## config.mk

```make
export PLATFORM = sky130hd
export DESIGN_NAME = greater_scan_ctrl
export DESIGN_NICKNAME = d
export VERILOG_FILES = /design/src/rtl/greater_scan_ctrl_pkg.sv /design/src/rtl/greater_scan_ctrl_cmp.sv /design/src/rtl/greater_scan_ctrl.sv
export SDC_FILE = /design/constraint.sdc
export NUM_CORES = 1
export LEC_CHECK = 0
export CORE_MARGIN = 2
export CORE_UTILIZATION = 30
export CTS_BUF_LIST = sky130_fd_sc_hd__clkbuf_8
export DETAILED_ROUTE_END_ITERATION = 7
export GPL_TIMING_DRIVEN = 0
export SLEW_MARGIN = 15
export SYNTH_ARGS = -nofsm -noshare
export SYNTH_HDL_FRONTEND = slang
export SYNTH_SLANG_ARGS = --single-unit
```

## constraint.sdc

```tcl
create_clock -name clk -period 3.24 [get_ports clk]
set_input_delay 0.486 -clock clk [delete_from_list [all_inputs] [get_ports clk]]
set_output_delay 0.486 -clock clk [all_outputs]
set_load 0.1 [all_outputs]
```

## src/rtl/greater_scan_ctrl_pkg.sv

```systemverilog
// Shared definitions for the greater_scan_ctrl burst-maximum sequencer.
package greater_scan_ctrl_pkg;

  localparam logic [1:0] IDLE = 2'd0;
  localparam logic [1:0] SCAN = 2'd1;
  localparam logic [1:0] DONE = 2'd2;

endpackage

```

## src/rtl/greater_scan_ctrl_cmp.sv

```systemverilog
// Unsigned magnitude comparator: f is high when a is strictly greater than b.
module greater_cmp #(
  parameter int WIDTH = 2
) (
  input  logic [WIDTH-1:0] a,
  input  logic [WIDTH-1:0] b,
  output logic             f
);

  assign f = (a > b);

endmodule

```

## src/rtl/greater_scan_ctrl.sv

```systemverilog
// Streams a burst of len values and reports the maximum and its first index,
// reusing a single comparator against the running maximum register.
module greater_scan_ctrl
  import greater_scan_ctrl_pkg::*;
#(
  parameter int WIDTH = 2,
  parameter int CNT_W = 4
) (
  input  logic             clk,
  input  logic             rst_n,
  input  logic             start,
  input  logic [CNT_W-1:0] len,
  input  logic             in_valid,
  input  logic [WIDTH-1:0] in_data,
  output logic             in_ready,
  output logic             busy,
  output logic             done,
  output logic             empty,
  output logic [WIDTH-1:0] max_val,
  output logic [CNT_W-1:0] max_idx,
  output logic [1:0]       fsm_state
);

  // Handshake: a beat transfers on a rising clk edge where in_valid and
  // in_ready are both high; in_data is only looked at on such an edge.

  logic [1:0]       state;
  logic [CNT_W-1:0] cnt;
  logic [CNT_W-1:0] len_q;
  logic             gt;
  logic             beat;
  logic             last_beat;

  greater_cmp #(.WIDTH(WIDTH)) u_cmp (
    .a (in_data),
    .b (max_val),
    .f (gt)
  );

  assign beat      = in_valid & in_ready;
  assign last_beat = (cnt == len_q - CNT_W'(1));

  always_ff @(posedge clk) begin
    if (!rst_n) begin
      state   <= IDLE;
      cnt     <= '0;
      len_q   <= '0;
      empty   <= 1'b0;
      max_val <= '0;
      max_idx <= '0;
    end else begin
      case (state)
        IDLE: begin
          if (start) begin
            len_q <= len;
            cnt   <= '0;
            empty <= (len == '0);
            state <= (len == '0) ? DONE : SCAN;
          end
        end
        SCAN: begin
          if (beat) begin
            // First beat seeds the maximum; later beats replace it only on a
            // strict increase so ties keep the earliest index.
            if (cnt == '0) begin
              max_val <= in_data;
              max_idx <= '0;
            end else if (gt) begin
              max_val <= in_data;
              max_idx <= cnt;
            end
            cnt <= cnt + CNT_W'(1);
            if (last_beat) state <= DONE;
          end
        end
        DONE:    state <= IDLE;
        default: state <= IDLE;
      endcase
    end
  end

  assign in_ready  = (state == SCAN);
  assign busy      = (state == SCAN) || (state == DONE);
  assign done      = (state == DONE);
  assign fsm_state = state;

endmodule

```

==> results.sh <==
export IMPL_slowest_stage="clkdlybuf4s50_1"
export IMPL_core_area_mm2=0.00310
export IMPL_synth_edf_count=0
export IMPL_dp_slack_ns=0.839
export IMPL_fin_nets=158
export IMPL_root_buffer="clkbuf_8"
export IMPL_clockBufferDepth=2
export IMPL_yosysTopAreaCellShare=0.342
export IMPL_viasPerCell=4.78
export IMPL_cp_required_ns=2.75
export IMPL_grt_overflow=0
export IMPL_synth_commonest_cells="dfxtp_1, nor2_1, inv_1, nand2_1, ha_1"
export IMPL_cp_start_kind="flip-flop"
export IMPL_rows=20
export IMPL_dieWidth_um=61.6
export IMPL_swShare=0.354
export IMPL_skew_ns=0.00140
export IMPL_design_area_mm2=0.00129
export IMPL_r2r_start="len_q[0]"
export IMPL_dieArea_mm2=0.00379
export IMPL_min_from="empty"
export IMPL_min_path_cells=2
export IMPL_fillers=329
export IMPL_diodes=0
export IMPL_reg2regPathDepth=7
export IMPL_max_vdd_ir_drop_v=0.000187
export IMPL_grtUsageTotal=0.126
export IMPL_cp_arrival_ns=2.17
export IMPL_cts_htree_levels=1
export IMPL_cts_tree="yes"
export IMPL_min_period_over_period=0.820
export IMPL_combPwrFrac=0.324
export IMPL_setup_violations_final=0
export IMPL_antenna_found_initial=0
export IMPL_synth_distinct_cells=30
export IMPL_critical_path_class="reg2out"
export IMPL_synth_top_cells_by_area="dfxtp_1, ha_1, mux2i_1"
export IMPL_syn_area_per_cell_um2=8.65
export IMPL_post_cts_buffers=0
export IMPL_vias=875
export IMPL_gp_congestion=0.785
export IMPL_powerDensity_mw_per_mm2=441
export IMPL_fin_ws_ns=0.582
export IMPL_min_period_ns=2.66
export IMPL_slew_headroom=0.349
export IMPL_synth_ff_type="dfxtp_1"
export IMPL_clkSlewWorstSetupHoldPaths_ns=0.07
export IMPL_worst_pin_slew_ns=0.974
export IMPL_drive_above_1_share=0.0504
export IMPL_drv_slew=0
export IMPL_ys_ff_latch=17
export IMPL_fmax_ghz=0.376
export IMPL_initial_core_util=0.321
export IMPL_yosysMostFrequentCell="dfxtp_1"
export IMPL_clock_latency_ns=0.26
export IMPL_synthArstFlopShare=0
export IMPL_tns_ns=0
export IMPL_crit_chain="inv_1 > ha_1 > clkdlybuf4s50_1"
export IMPL_dp_cells=179
export IMPL_initialDrtViolationCount=31
export IMPL_clkPwrFrac=0.281
export IMPL_reg2reg_slack_ns=1.54
export IMPL_synth_nets=133
export IMPL_placed_area_mm2=0.00125
export IMPL_pwr_share_seq=0.395
export IMPL_ctsResizeCount=0
export IMPL_cp_startpoint="fsm_state[0]"
export IMPL_fin_cells=183
export IMPL_ys_seq_area_frac=0.342
export IMPL_endpoint_kind="output port"
export IMPL_remaining_drc_errors=0
export IMPL_syn_area_um2=995
export IMPL_wl_mm=2.08
export IMPL_synth_largest_area_cell="dfxtp_1"
export IMPL_dp_hpwl_mm=1.61
export IMPL_wire_per_inst_um=11.4
export IMPL_io_pins=22
export IMPL_synthesis_instances=115
export IMPL_holdPathEnd="empty"
export IMPL_grt_max_degree=11
export IMPL_p_switching_uw=202
export IMPL_grt_setup_unrepaired="false"
export IMPL_cpPeakStageDelay_ns=1.13
export IMPL_synth_warnings=0
export IMPL_cts_hold_buf=0
export IMPL_cts_buffers=3
export IMPL_reg2reg_to="fsm_state[1]"
export IMPL_hold_class="reg2reg"
export IMPL_dr_pass1_iters=4
export IMPL_antenna_left=0
export IMPL_die_h_um=61.6
export IMPL_clock_sinks=17
export IMPL_io_buffers=20
export IMPL_crit_fanout=5
export IMPL_synthToLayoutAreaGrowth_pct=30.2
export IMPL_grt_pass1_vias=837
export IMPL_outcome="complete, no violations"
export IMPL_intPower_uw=369
export IMPL_hold_viol=0
export IMPL_maxCapViolations=0
export IMPL_power_leakage_nw=0.471
export IMPL_grt_pass1_wl_mm=3.48
## power groups by stage
stage               registers [mW]  clock network [mW]  logic (mW)
floorplan                    0.255                   0       0.118
global placement             0.230                   0       0.183
detailed placement           0.230                   0       0.187
CTS                          0.225               0.164       0.187
global route                 0.227               0.171       0.201
finish                       0.225               0.161       0.185
## cell families (layout without fill, tap and decap cells)
kind of cell,Yosys count,after routing,share of synthesized area
compound gates,18,18,0.121
xor+xnor,8,8,0.0704
fa+ha+maj,8,8,0.101
buf+inv,14,38,0.0792
flops,17,17,0.342
mux,7,7,0.0704
simple gates,43,43,0.216
## placed cells by master (no fill, tap or decap), types with 4 or more instances in the layout
cell / n
a21oi_1: 5
nor2_1: 10
nor2b_1: 6
dfxtp_1: 17
clkbuf_8: 4
inv_1: 10
nand2_1: 9
clkdlybuf4s50_1: 20
nand3_1: 7
xnor2_1: 6
mux2i_1: 7
ha_1: 8
## stage by stage
step | hold slack (ns) | utilization | total power, mW
after floorplan | 0.449 | - | 0.373
after global placement | 0.444 | 0.403 | 0.413
after detailed placement | 0.450 | 0.403 | 0.417
after CTS | 0.456 | 0.417 | 0.576
after global routing | 0.493 | 0.417 | 0.599
final | 0.455 | 0.417 | 0.571
## per-layer routing
layer,track usage,routed length [µm],up-vias
li1,-,-,441
met1,0.145,950,401
met2,0.211,958,28
met3,0.0252,109,5
met4,0.0821,59,0
met5,0,0,-
## area by class of cell
type | instances | area (µm²) | share of cell area
sequential | 17 | 340 | 0.263
tap | 44 | 55.1 | 0.0425
buffer | 4 | 41.3 | 0.0319
clock buffer | 3 | 41.3 | 0.0319
timing repair buffer | 20 | 200 | 0.155
multi-input combinational | 84 | 576 | 0.444
clock inverter | 1 | 3.75 | 0.00290
inverter | 10 | 37.5 | 0.0290
## state kept, by name, indices dropped and copies added (netlist names)
name	count
max_val	2
len_q	4
fsm_state	2
empty	1
cnt	4
max_idx	4
## critical path, delay by kind of cell (launching register included)
| family | cells | cell delay [ns] |
|---|---|---|
| adder cells (fa/ha/maj) | 1 | 0.29 |
| buffers and inverters | 2 | 1.22 |
| flip-flops | 1 | 0.39 |
## how the worst max path moves through the flow
stage                   to  cells after the start
floorplan           cnt[3]                      7
global placement      busy                      3
detailed placement    busy                      3
CTS                   busy                      3
global route          busy                      3
finish                busy                      3
(Power assumes the default switching activity.)
